### config.mk
export PLATFORM = sky130hd
export DESIGN_NAME = sensor_hub_dispatcher
export DESIGN_NICKNAME = d
export VERILOG_FILES = /design/src/rtl/sensor_hub_dispatcher.sv
export SDC_FILE = /design/constraint.sdc
export NUM_CORES = 1
export LEC_CHECK = 0
export ABC_CLOCK_PERIOD_IN_PS = 3650
export BUFFER_PORTS_ARGS = -buffer_cell sky130_fd_sc_hd__buf_2
export CAP_MARGIN = 20
export CORE_AREA = 2 2 125 127
export CTS_CLUSTER_DIAMETER = 80
export CTS_CLUSTER_SIZE = 8
export DETAILED_ROUTE_END_ITERATION = 16
export DIE_AREA = 0 0 127 129
export GPL_TIMING_DRIVEN = 0
export SLEW_MARGIN = 10
export SYNTH_ARGS = -nofsm -noshare
export SYNTH_HDL_FRONTEND = slang
export SYNTH_SLANG_ARGS = --single-unit
### constraint.sdc
create_clock -name clock -period 3.65 [get_ports clock]
set_input_delay 0.5475 -clock clock [delete_from_list [all_inputs] [get_ports clock]]
set_output_delay 0.5475 -clock clock [all_outputs]
set_load 0.005 [all_outputs]
### src/rtl/sensor_hub_dispatcher.sv
`timescale 1ns/1ps
// Purpose : decodes (command, address) requests, runs single or continuous DHT11-class
//           measurements on one of NUM_SENSORS channels and returns one response per request.
// Latency : non-measuring request accepted in T -> resp_valid in T+2 (T+1 when accepted in LOOP_WAIT);
//           measuring request -> resp_valid the cycle after sensor_done or timeout.
// Backpressure: req_ready only in IDLE/LOOP_WAIT; a response is held unchanged until resp_ready.
// Ports   : clock/reset (sync, active-high); req_* request handshake with command/address;
//           sensor_enable/done/error/temp/hum per-channel sensor side (packed DATA_WIDTH slices);
//           resp_* response handshake with command/value/address; continuous_active loop status.
module sensor_hub_dispatcher #(
  parameter int NUM_SENSORS    = 4,
  parameter int DATA_WIDTH     = 8,
  parameter int LOOP_PERIOD    = 50000000,
  parameter int TIMEOUT_CYCLES = 2000000
) (
  input  logic                              clock,
  input  logic                              reset,
  input  logic                              req_valid,
  output logic                              req_ready,
  input  logic [7:0]                        request_command,
  input  logic [7:0]                        request_address,
  output logic [NUM_SENSORS-1:0]            sensor_enable,
  input  logic [NUM_SENSORS-1:0]            sensor_done,
  input  logic [NUM_SENSORS-1:0]            sensor_error,
  input  logic [NUM_SENSORS*DATA_WIDTH-1:0] sensor_temp,
  input  logic [NUM_SENSORS*DATA_WIDTH-1:0] sensor_hum,
  output logic                              resp_valid,
  input  logic                              resp_ready,
  output logic [7:0]                        response_command,
  output logic [DATA_WIDTH-1:0]             response_value,
  output logic [7:0]                        response_address,
  output logic                              continuous_active
);

  localparam int AW = (NUM_SENSORS > 1) ? $clog2(NUM_SENSORS) : 1;
  localparam int TW = $clog2(TIMEOUT_CYCLES);
  localparam int PW = $clog2(LOOP_PERIOD);

  localparam logic [TW-1:0] TMO_LAST = TW'(TIMEOUT_CYCLES - 1);
  localparam logic [PW-1:0] PER_LAST = PW'(LOOP_PERIOD - 1);
  localparam logic [7:0]    NUM_CH   = 8'(NUM_SENSORS);

  localparam logic [2:0] S_IDLE      = 3'd0;
  localparam logic [2:0] S_DECODE    = 3'd1;
  localparam logic [2:0] S_MEASURE   = 3'd2;
  localparam logic [2:0] S_RESPOND   = 3'd3;
  localparam logic [2:0] S_LOOP_WAIT = 3'd4;

  logic [2:0]            state_q, state_d;
  logic [7:0]            cmd_q, cmd_d;      // also the loop's command while continuous
  logic [7:0]            addr_q, addr_d;    // also the loop's channel while continuous
  logic                  cont_q, cont_d;
  logic [TW-1:0]         tmo_q, tmo_d;
  logic [PW-1:0]         per_q, per_d;
  logic [7:0]            rcmd_q, rcmd_d;
  logic [DATA_WIDTH-1:0] rval_q, rval_d;
  logic [7:0]            raddr_q, raddr_d;

  logic                  accept;
  logic                  stop_match;
  logic [AW-1:0]         sel;
  logic [DATA_WIDTH-1:0] temp_arr [NUM_SENSORS];
  logic [DATA_WIDTH-1:0] hum_arr  [NUM_SENSORS];

  always_comb begin
    for (int i = 0; i < NUM_SENSORS; i++) begin
      temp_arr[i] = sensor_temp[i*DATA_WIDTH +: DATA_WIDTH];
      hum_arr[i]  = sensor_hum[i*DATA_WIDTH +: DATA_WIDTH];
    end
  end

  // Only meaningful in MEASURE, where DECODE has already rejected out-of-range addresses.
  assign sel = addr_q[AW-1:0];

  // Reset also gates req_ready so nothing is accepted while reset is held.
  assign req_ready  = !reset && ((state_q == S_IDLE) || (state_q == S_LOOP_WAIT));
  assign accept     = req_valid && req_ready;
  assign stop_match = ((request_command == 8'h05) && (cmd_q == 8'h03)) ||
                      ((request_command == 8'h06) && (cmd_q == 8'h04));

  always_comb begin
    state_d = state_q;
    cmd_d   = cmd_q;
    addr_d  = addr_q;
    cont_d  = cont_q;
    tmo_d   = tmo_q;
    per_d   = per_q;
    rcmd_d  = rcmd_q;
    rval_d  = rval_q;
    raddr_d = raddr_q;

    case (state_q)
      S_IDLE: begin
        if (accept) begin
          cmd_d   = request_command;
          addr_d  = request_address;
          state_d = S_DECODE;
        end
      end

      S_DECODE: begin
        raddr_d = addr_q;
        state_d = S_RESPOND;
        if (addr_q >= NUM_CH) begin
          rcmd_d = 8'hEF;
          rval_d = DATA_WIDTH'(8'hEF);
        end else if (cmd_q <= 8'h04) begin
          tmo_d   = '0;
          state_d = S_MEASURE;
        end else if ((cmd_q == 8'h05) || (cmd_q == 8'h06)) begin
          rcmd_d = 8'hAA;
          rval_d = DATA_WIDTH'(8'hAA);
        end else begin
          rcmd_d = 8'h0F;
          rval_d = DATA_WIDTH'(8'h0F);
        end
      end

      S_MEASURE: begin
        raddr_d = addr_q;
        if (sensor_done[sel]) begin
          state_d = S_RESPOND;
          if (sensor_error[sel]) begin
            rcmd_d = 8'h1F;
            rval_d = DATA_WIDTH'(8'h1F);
          end else begin
            case (cmd_q)
              8'h01, 8'h03: begin
                rcmd_d = 8'h09;
                rval_d = temp_arr[sel];
              end
              8'h02, 8'h04: begin
                rcmd_d = 8'h08;
                rval_d = hum_arr[sel];
              end
              default: begin
                rcmd_d = 8'h07;
                rval_d = DATA_WIDTH'(8'h07);
              end
            endcase
            // Loop starts only after a clean first measurement.
            if ((cmd_q == 8'h03) || (cmd_q == 8'h04)) cont_d = 1'b1;
          end
        end else if (tmo_q == TMO_LAST) begin
          // Enable has now been held TIMEOUT_CYCLES cycles.
          state_d = S_RESPOND;
          rcmd_d  = 8'h1F;
          rval_d  = DATA_WIDTH'(8'h1F);
        end else begin
          tmo_d = tmo_q + 1'b1;
        end
      end

      S_RESPOND: begin
        if (resp_ready) begin
          per_d   = '0;
          state_d = cont_q ? S_LOOP_WAIT : S_IDLE;
        end
      end

      S_LOOP_WAIT: begin
        // A request beats period expiry; cmd_q/addr_q keep the loop's own command.
        if (accept) begin
          state_d = S_RESPOND;
          raddr_d = request_address;
          if (stop_match) begin
            cont_d = 1'b0;
            rcmd_d = 8'h0A;
            rval_d = '0;
          end else begin
            rcmd_d = 8'hFF;
            rval_d = DATA_WIDTH'(8'hFF);
          end
        end else if (per_q == PER_LAST) begin
          tmo_d   = '0;
          state_d = S_MEASURE;
        end else begin
          per_d = per_q + 1'b1;
        end
      end

      default: state_d = S_IDLE;
    endcase
  end

  always_ff @(posedge clock) begin
    if (reset) begin
      state_q <= S_IDLE;
      cmd_q   <= '0;
      addr_q  <= '0;
      cont_q  <= 1'b0;
      tmo_q   <= '0;
      per_q   <= '0;
      rcmd_q  <= '0;
      rval_q  <= '0;
      raddr_q <= '0;
    end else begin
      state_q <= state_d;
      cmd_q   <= cmd_d;
      addr_q  <= addr_d;
      cont_q  <= cont_d;
      tmo_q   <= tmo_d;
      per_q   <= per_d;
      rcmd_q  <= rcmd_d;
      rval_q  <= rval_d;
      raddr_q <= raddr_d;
    end
  end

  always_comb begin
    sensor_enable = '0;
    if (state_q == S_MEASURE) sensor_enable[sel] = 1'b1;
  end

  assign resp_valid        = (state_q == S_RESPOND);
  assign response_command  = resp_valid ? rcmd_q  : '0;
  assign response_value    = resp_valid ? rval_q  : '0;
  assign response_address  = resp_valid ? raddr_q : '0;
  assign continuous_active = cont_q;

endmodule
==> results of run 1 <==
-- cell families after synthesis --
logic type,after synthesis
compound gates,154
xor+xnor,8
fa+ha+maj,2
buf+inv,65
flops,90
mux,23
simple gates,314
-- flip-flops by register name, summed over array words and instances, names as in the netlist --
| register | cells |
|---|---|
| state_q | 3 |
| raddr_q | 8 |
| rval_q | 8 |
| continuous_active | 1 |
| tmo_q | 21 |
| rcmd_q | 7 |
| addr_q | 8 |
| cmd_q | 8 |
| per_q | 26 |
-- power by group --
group	internal (mW)	switching, mW
sequential	1.05	0.0406
clock	0.638	0.400
combinational	0.202	0.296
total	1.89	0.736
-- through the flow --
step / std cells / hold slack, ns / instance area (um2) / utilization, % / worst slack [ns]
floorplan: 656 / 0.432 / 5180 / - / 1.02
CTS: 982 / 0.433 / 6350 / 42.4 / 0.709
detailed placement: 966 / 0.458 / 6020 / 40.2 / 0.709
global placement: 966 / 0.457 / 6020 / 40.2 / 0.687
global route: 982 / 0.442 / 6350 / 42.4 / 0.523
finish: 982 / 0.442 / 6350 / 42.4 / 0.695
-- cell type report --
cell class,instances,area [um2]
clock buffer,12,256
timing repair buffer,122,611
buffer,41,166
sequential,90,1800
inverter,24,90.1
multi-input combinational,501,3120
fill,1569,8620
tap,188,235
clock inverter,4,73.8
-- how the worst max path moves through the flow --
stage | cells after the start | to | slack [ns] | from
after floorplan | 7 | tmo_q[19]$_SDFFE_PP0P_ | 1.02 | addr_q[7]$_SDFFE_PP0P_
after global placement | 6 | req_ready | 0.69 | reset
after detailed placement | 6 | req_ready | 0.71 | reset
after CTS | 6 | req_ready | 0.71 | reset
after global routing | 6 | sensor_enable[1] | 0.52 | state_q[2]$_SDFFE_PP0P_
final | 6 | req_ready | 0.70 | reset
-- worst max-delay path, cell delays in order --
cell and delay [ns]:
buf_2 0.11, clkbuf_1 0.32, clkbuf_1 0.56, clkbuf_1 0.52
nor3_1 0.19, buf_2 0.17
-- cells in the final DEF, fill, tap and decap left out, types with 5 or more instances in the layout --
cell       instances
or3_1             17
o21a_1             6
mux4_2            18
or4_1              8
buf_2            123
inv_1             24
nand2_1           95
nand4_1           13
xor2_1             5
nand3b_1           7
clkbuf_1          35
nand2b_1           6
a311oi_1          12
and2_1            32
a211oi_1          13
nor2_1            59
and3_1            12
clkbuf_16          9
mux2i_1            5
nor4_1             6
o21ai_0           32
o22ai_1            9
nor3_1            21
nand3_1           18
dfxtp_1           90
a21oi_1           50
-- layer usage --
layer  wire length (um)  GRT usage (%)  vias up
met4                320           6.66        0
met1               7220           25.8     2420
met2               6850           29.0      131
met5                  0              0        -
li1                   -              -     2656
met3                689           3.62       24
==> impl_metrics.ini, run 1 <==
[cts]
postCtsSetupBuffers = 0
cts.sinks = 90
clk_pin_slew_worst_paths_ns = 0.06
clk_latency_ns = 0.35
root_buffer = clkbuf_16
ctsHoldBuffers = 0
htreeDepth = 3
cts_tree = yes
numCtsBuffers = 9
ctsLongestPathBuffers = 2
cts_resized = 0

[timing]
fin_skew_ns = 0.00676
slew_headroom_pct = 43.3
tns_ns = 0
drv_slew = 0
min_period_over_period_pct = 81.0
period_needed_ns = 2.95
worst_pin_slew_ns = 0.849
rsz0062_at_grt = no
fmax_ghz = 0.338
hold_violations = 0
setup_violations = 0

[synth]
synth_fa_ha_area_share_pct = 0.483
synth_seq_cells = 90
synth_top_area_share_pct = 34.8
synth_area_leaders = dfxtp_1 35%, mux4_2 7.8%, nand2_1 6.9%
yosysWarnings = 0
synth-simple-area-share_pct = 30.8
synth_compound_gate_area_share_pct = 18.8
synth.most_common_cell = nand2_1
synthXorXnorAreaFrac_pct = 1.35
synth.area.mux_share_pct = 8.80
syn_avg_cell_area_um2 = 7.89
ys_seq_area_share_pct = 34.8
synthArstFlopShare_pct = 0
synth_top_cell_by_area = dfxtp_1
ys_types = 59
synth-edff-count = 0
synth_nets = 750
postSynthCellCount = 656
synth_area_um2 = 5180
ys.flop_type = dfxtp_1
synth_common_cells = 95 x nand2_1, 90 x dfxtp_1, 59 x nor2_1
synth_top_family_by_area = simple AND/OR/NAND/NOR gates

[drt]
wl_per_cell_um = 15.4
drt-pass1-iter-count = 5
drt_iter0_drc = 284
vias = 5231
antenna_left = 0
routed_wl_um = 15100
via_per_inst = 5.33
post-route-drc-count = 0

[power_and_ir_drop]
p_leak_nw = 2.46
ir_worst_vdd_uv = 259
power_per_cell_area_nw_per_um2 = 413
p_total_mw = 2.62

[placement]
gp_congestion = 0.803
dpl.hpwl_um = 11600
io_buffer_count = 122

[cells_and_area]
n_antenna_cell = 0
drive_gt1_share_pct = 20.8
nets = 883
area_delta_synth_final_pct = 22.7

[critical_path]
crit_arrival_ns = 2.41
worstSetupEndpointType = output port
reg2reg_slack_ns = 0.79
cp-start-kind = input port
reg2reg_from = state_q[2]$_SDFFE_PP0P_
cp_max_fo = 10
path_class = input port to output port
crit_required_ns = 3.10
reg2regPathDepth = 9
regToRegEndpoint = tmo_q[15]$_SDFFE_PP0P_

[outcome]
outcome = finished, final reports clean

[min_path]
min_path_cells = 3
min-delay-start = request_address[2]
hp-class = input port to flip-flop
min_to = addr_q[2]$_SDFFE_PP0P_

[die]
ios = 123
core_region_area_um2 = 15000
die_w_um = 127
start_util_pct = 34.6
die_height_um = 129
dieArea_um2 = 16400
rows = 45

[flow_run]
cap_violations = 0

[global_routing]
grt_overflow_total = 0
grt_pass1_vias = 4854
grt_pass1_wl_um = 24600
antenna_found_initial = 0
grt_max_degree = 15
track_usage_pct = 18.6
No activity file was read; power rests on OpenSTA's default activity.
==> run 2, diff against run 1 <==
--- a/config.mk
+++ b/config.mk
@@ -5,14 +5,15 @@
 export SDC_FILE = /design/constraint.sdc
 export NUM_CORES = 1
 export LEC_CHECK = 0
-export ABC_CLOCK_PERIOD_IN_PS = 3650
+export ABC_AREA = 1
+export ABC_CLOCK_PERIOD_IN_PS = 3000
 export BUFFER_PORTS_ARGS = -buffer_cell sky130_fd_sc_hd__buf_2
 export CAP_MARGIN = 20
-export CORE_AREA = 2 2 125 127
+export CORE_AREA = 2 2 136 138
 export CTS_CLUSTER_DIAMETER = 80
 export CTS_CLUSTER_SIZE = 8
 export DETAILED_ROUTE_END_ITERATION = 16
-export DIE_AREA = 0 0 127 129
+export DIE_AREA = 0 0 138 140
 export GPL_TIMING_DRIVEN = 0
 export SLEW_MARGIN = 10
 export SYNTH_ARGS = -nofsm -noshare
==> constraint.sdc (replaced) <==
create_clock -name clock -period 3 [get_ports clock]
set_input_delay 0.45 -clock clock [delete_from_list [all_inputs] [get_ports clock]]
set_output_delay 0.45 -clock clock [all_outputs]
set_load 0.005 [all_outputs]
==> run 2 against run 1 <==
Compared with the run above:
- non-clock buffer count is the same
- hold slack got worse by 0.066 ns
- die area up 18%
- critical endpoint is now sensor_enable[1]
- cell count grew 45%
- global-route usage rose by 0.24 points
- clock skew is 0.0038 ns higher
- synthesized cell count grew 61%
- register-to-register slack got worse by 0.09 ns
==> impl_metrics.ini, run 2 <==
[outcome]
outcome = finished, final reports clean

[cts]
cts_tree = yes
clk_pin_slew_worst_paths_ns = 0.07
ctsLongestPathBuffers = 2
cts_resized = 0
cts.sinks = 90
ctsHoldBuffers = 0
clk_latency_ns = 0.36
postCtsSetupBuffers = 0
root_buffer = clkbuf_16
numCtsBuffers = 9
htreeDepth = 3

[synth]
synth_area_um2 = 6100
synth_common_cells = 362 x nand2_1, 169 x nor2_1, 92 x inv_1
synth_top_area_share_pct = 29.5
postSynthCellCount = 1057
synth_compound_gate_area_share_pct = 11.0
yosysWarnings = 0
synth.area.mux_share_pct = 0
synth_fa_ha_area_share_pct = 0.410
synthXorXnorAreaFrac_pct = 3.59
ys_types = 31
ys_seq_area_share_pct = 29.5
synth_seq_cells = 90
synth_area_leaders = dfxtp_1 30%, nand2_1 22%, nor2_1 10%
ys.flop_type = dfxtp_1
synth.most_common_cell = nand2_1
synth-edff-count = 0
synth-simple-area-share_pct = 45.8
synth_top_family_by_area = simple AND/OR/NAND/NOR gates
syn_avg_cell_area_um2 = 5.77
synthArstFlopShare_pct = 0
synth_nets = 1151
synth_top_cell_by_area = dfxtp_1

[timing]
worst_hold_slack_ns = 0.376
hold_violations = 0
setup_violations = 0
worst_pin_slew_ns = 0.714
slew_headroom_pct = 52.4
fin_skew_ns = 0.0106
drv_slew = 0
min_period_over_period_pct = 92.2
fmax_ghz = 0.362
rsz0062_at_grt = no
tns_ns = 0
period_needed_ns = 2.76

[power_and_ir_drop]
p_leak_nw = 2.96
combPwrFrac_pct = 31.3
power_per_cell_area_nw_per_um2 = 513
power.share.clock_pct = 30.8
p_switching_mw = 1.41
ir_worst_vdd_uv = 375
sequentialPowerShare_pct = 37.9
p_total_mw = 3.75
internal_power_mw = 2.33
swShare_pct = 37.7

[global_routing]
grt_overflow_total = 0
grt_pass1_vias = 6380
antenna_found_initial = 0
grt_max_degree = 19
track_usage_pct = 18.9
grt_pass1_wl_um = 30200

[critical_path]
crit_slowest_cell = clkbuf_1
cp_max_fo = 10
worstPathCellList = inv_2, nand3_1, clkbuf_1, clkbuf_1, nor2_1, buf_2
crit_arrival_ns = 2.31
path_class = flip-flop to output port
crit_family = buffers and inverters
crit_required_ns = 2.55
cp-start-kind = flip-flop
worstSetupEndpointType = output port
critPathMostFrequentCell = clkbuf_1
cpPeakStageDelay_ns = 0.60
crit_buf_inv = 4

[flow_run]
cap_violations = 0

[drt]
antenna_left = 0
drt-pass1-iter-count = 5
wl_per_cell_um = 13.0
post-route-drc-count = 0
drt_iter0_drc = 401
routed_wl_um = 18500
via_per_inst = 4.78
vias = 6808

[cells_and_area]
final_common_cell = nand2_1
utilization_pct = 41.0
largest_reg_flops = 26
nets = 1284
area_delta_synth_final_pct = 19.6
reg_top3 = per_q x26, tmo_q x21
drive_gt1_share_pct = 15.5
top_register = per_q
n_antenna_cell = 0
final_cell_mix = 362 x nand2_1, 169 x nor2_1, 127 x buf_2

[placement]
dpl.hpwl_um = 14600
io_buffer_count = 122
gp_congestion = 0.895

[min_path]
hp-class = input port to flip-flop

[die]
start_util_pct = 34.3
dieArea_um2 = 19300
die_w_um = 138
rows = 49
core_region_area_um2 = 17800
ios = 123
die_height_um = 140
[run 2: changes by cell type in the layout (fill, tap and decap cells not counted), sizes merged, moves of 16 or more]
cell,change
and2,-31
a21oi,+31
nand3,+69
nor2,+122
mux4,-18
nor3,-16
or3,-17
inv,+80
nand2,+273
[run 2: layer usage]
metal  wire length, um  GRT usage, %
met5                 0             0
met2              9000          34.1
met4               353          6.34
met1              8410          23.1
met3               727          2.56
[run 2: final cells by class]
type	instances	area [um2]
inverters	101	379
clock buffers	9	225
repair buffers	122	611
clock inverters	7	72.6
flip-flops and latches	90	1800
fillers	1989	10500
multi-input cells	825	3710
plain buffers	41	213
well taps	229	287
[run 2: power by group through the flow]
stage | logic (mW) | clock network, mW | registers, mW
2_1_floorplan | 0.836 | 0 | 1.43
3_5_place_dp | 1.17 | 0 | 1.45
5_1_grt | 1.32 | 1.22 | 1.44
6_report | 1.17 | 1.15 | 1.42
3_3_place_gp | 1.16 | 0 | 1.45
4_1_cts | 1.18 | 1.17 | 1.42
[run 2: cells by family (layout without fill, tap and decap cells)]
| kind of cell | count (synthesis) | after routing |
|---|---|---|
| simple gates | 669 | 669 |
| flops | 90 | 90 |
| xor+xnor | 25 | 25 |
| compound gates | 129 | 129 |
| buf+inv | 142 | 280 |
| fa+ha+maj | 2 | 2 |
[run 2: final timing paths]
kind	slack, ns	from	cells after the start	endpoint
max	0.24	state_q[0]$_SDFFE_PP0P_	6	sensor_enable[1]
max reg2reg	0.70	per_q[0]$_SDFFE_PP0P_	10	per_q[13]$_SDFFE_PP0P_
min reg2reg	0.46	raddr_q[2]$_SDFFE_PP0P_	2	raddr_q[2]$_SDFFE_PP0P_
min	0.38	request_command[5]	3	cmd_q[5]$_SDFFE_PP0P_
[run 2: worst min-delay path, cell delays in order]
cell     delay, ns
buf_2         0.11
nand3_1       0.07
a21oi_1       0.06
[run 2: stage by stage]
stage | setup slack [ns] | area (um2) | cells
final | 0.235 | 7300 | 1424
after global placement | 0.652 | 7000 | 1408
after detailed placement | 0.664 | 7000 | 1408
after floorplan | 1.20 | 6100 | 1057
after global routing | 0.156 | 7300 | 1424
after CTS | 0.266 | 7300 | 1424
==> run 3, diff against run 2 <==
--- a/config.mk
+++ b/config.mk
@@ -9,11 +9,11 @@
 export ABC_CLOCK_PERIOD_IN_PS = 3000
 export BUFFER_PORTS_ARGS = -buffer_cell sky130_fd_sc_hd__buf_2
 export CAP_MARGIN = 20
-export CORE_AREA = 2 2 136 138
+export CORE_AREA = 4 4 138 140
 export CTS_CLUSTER_DIAMETER = 80
 export CTS_CLUSTER_SIZE = 8
 export DETAILED_ROUTE_END_ITERATION = 16
-export DIE_AREA = 0 0 138 140
+export DIE_AREA = 0 0 142 144
 export GPL_TIMING_DRIVEN = 0
 export SLEW_MARGIN = 10
 export SYNTH_ARGS = -nofsm -noshare
==> run 3 against run 2 <==
Compared with the run above:
- combinational power is essentially flat
- count of clock-buffer cells in the layout is the same
- total power grew 1.4%
- clock power grew 5%
- sequential cell count is the same
- non-clock buffer count is the same
- register-to-register slack gained 0.03 ns
- critical path depth is the same
- sequential power is essentially flat
- critical path type unchanged
- largest cell class unchanged
- largest power group unchanged
==> impl_metrics.ini, run 3 (synthesis gave the netlist of run 2 again) <==
[cells_and_area]
final_common_cell = nand2_1
drive_gt1_share_pct = 15.5
final_cell_mix = 362 x nand2_1, 169 x nor2_1, 127 x buf_2
top_register = per_q
post-route-cell-area_um2 = 7310
fillers = 1969
area_delta_synth_final_pct = 19.8
nets = 1284
utilization_pct = 41.0
n_antenna_cell = 0
largest_reg_flops = 26
instances_no_fill = 1424
reg_top3 = per_q x26, tmo_q x21

[power_and_ir_drop]
p_leak_nw = 2.96
ir_worst_vdd_uv = 335
power_per_cell_area_nw_per_um2 = 519

[critical_path]
crit_start = state_q[0]$_SDFFE_PP0P_
cp-start-kind = flip-flop
crit_buf_inv = 4
cpPeakStageDelay_ns = 0.58
crit_slowest_cell = clkbuf_1
reg2reg_from = tmo_q[0]$_SDFFE_PP0P_
critPathMostFrequentCell = clkbuf_1
cp_max_fo = 10
crit_required_ns = 2.55
worstPathCellList = inv_2, nand3_1, clkbuf_1, clkbuf_1, nor3_1, buf_2
crit_family = buffers and inverters
worstSetupEndpointType = output port
crit_arrival_ns = 2.27
path_class = flip-flop to output port

[cts]
cts_tree = yes
ctsLongestPathBuffers = 2
clk_latency_ns = 0.36
ctsHoldBuffers = 0
htreeDepth = 3
cts.sinks = 90
root_buffer = clkbuf_16
cts_resized = 0
postCtsSetupBuffers = 0
numCtsBuffers = 9
clk_pin_slew_worst_paths_ns = 0.07

[min_path]
hp-class = input port to flip-flop
min-delay-start = request_command[5]

[die]
die_w_um = 142
start_util_pct = 34.2
rows = 49
die_height_um = 144
dieArea_um2 = 20400
ios = 123
core_region_area_um2 = 17800

[global_routing]
grt_pass1_vias = 6480
grt_overflow_total = 0
grt_pass1_wl_um = 31200
grt_max_degree = 18
track_usage_pct = 18.8
antenna_found_initial = 0

[placement]
place_area_um2 = 7000
pre_cts_ws_ns = 0.678
io_buffer_count = 122
dpl.hpwl_um = 15000
placed_cells = 1408
gp_congestion = 0.930

[drt]
via_per_inst = 4.75
vias = 6771
drt-pass1-iter-count = 5
routed_wl_um = 19000
antenna_left = 0
wl_per_cell_um = 13.3
drt_iter0_drc = 431
post-route-drc-count = 0

[timing]
drv_slew = 0
rsz0062_at_grt = no
tns_ns = 0
slew_headroom_pct = 54.5
fin_skew_ns = 0.0107
min_period_over_period_pct = 90.7
fmax_ghz = 0.367
period_needed_ns = 2.72
hold_violations = 0
setup_violations = 0
setup_ws_ns = 0.279
worst_pin_slew_ns = 0.683

[flow_run]
cap_violations = 0

[outcome]
outcome = finished, final reports clean
run 3: path summary, 6_finish.rpt:
kind / to / slack, ns / cells past startpoint
worst min register to register: raddr_q[7]$_SDFFE_PP0P_ / 0.46 / 2
worst max-delay path: sensor_enable[2] / 0.28 / 6
worst max register to register: rval_q[6]$_SDFFE_PP0P_ / 0.73 / 9
worst min-delay path: cmd_q[5]$_SDFFE_PP0P_ / 0.37 / 3
run 3: tightest hold or removal path, stage by stage:
cell,delay (ns)
buf_2,0.10
nand3_1,0.07
a21oi_1,0.06
run 3: where the power goes:
group	total (mW)	switching, mW	internal [mW]
registers	1.42	0.0787	1.35
logic	1.16	0.765	0.400
clock network	1.21	0.547	0.661
total	3.80	1.39	2.41
run 3: through the flow:
stage	power, mW	hold WS, ns
floorplan	2.27	0.430
global placement	2.62	0.441
detailed placement	2.63	0.444
CTS	3.83	0.367
global route	4.06	0.387
finish	3.80	0.372
run 3: metal layers:
metal	track usage, %	vias to the layer above	part of all wire, %
li1	-	3609	-
met2	33.1	186	48
met4	7.22	0	2.9
met3	3.80	31	5.4
met1	22.6	2945	44
met5	0	-	0
run 3: layout make-up:
class / count / area [um2] / area share, %
clock inverters: 7 / 87.6 / 1.20
clock buffers: 9 / 225 / 3.08
well taps: 229 / 287 / 3.92
plain buffers: 41 / 213 / 2.91
flip-flops and latches: 90 / 1800 / 24.6
inverters: 101 / 379 / 5.19
repair buffers: 122 / 611 / 8.35
multi-input cells: 825 / 3710 / 50.7
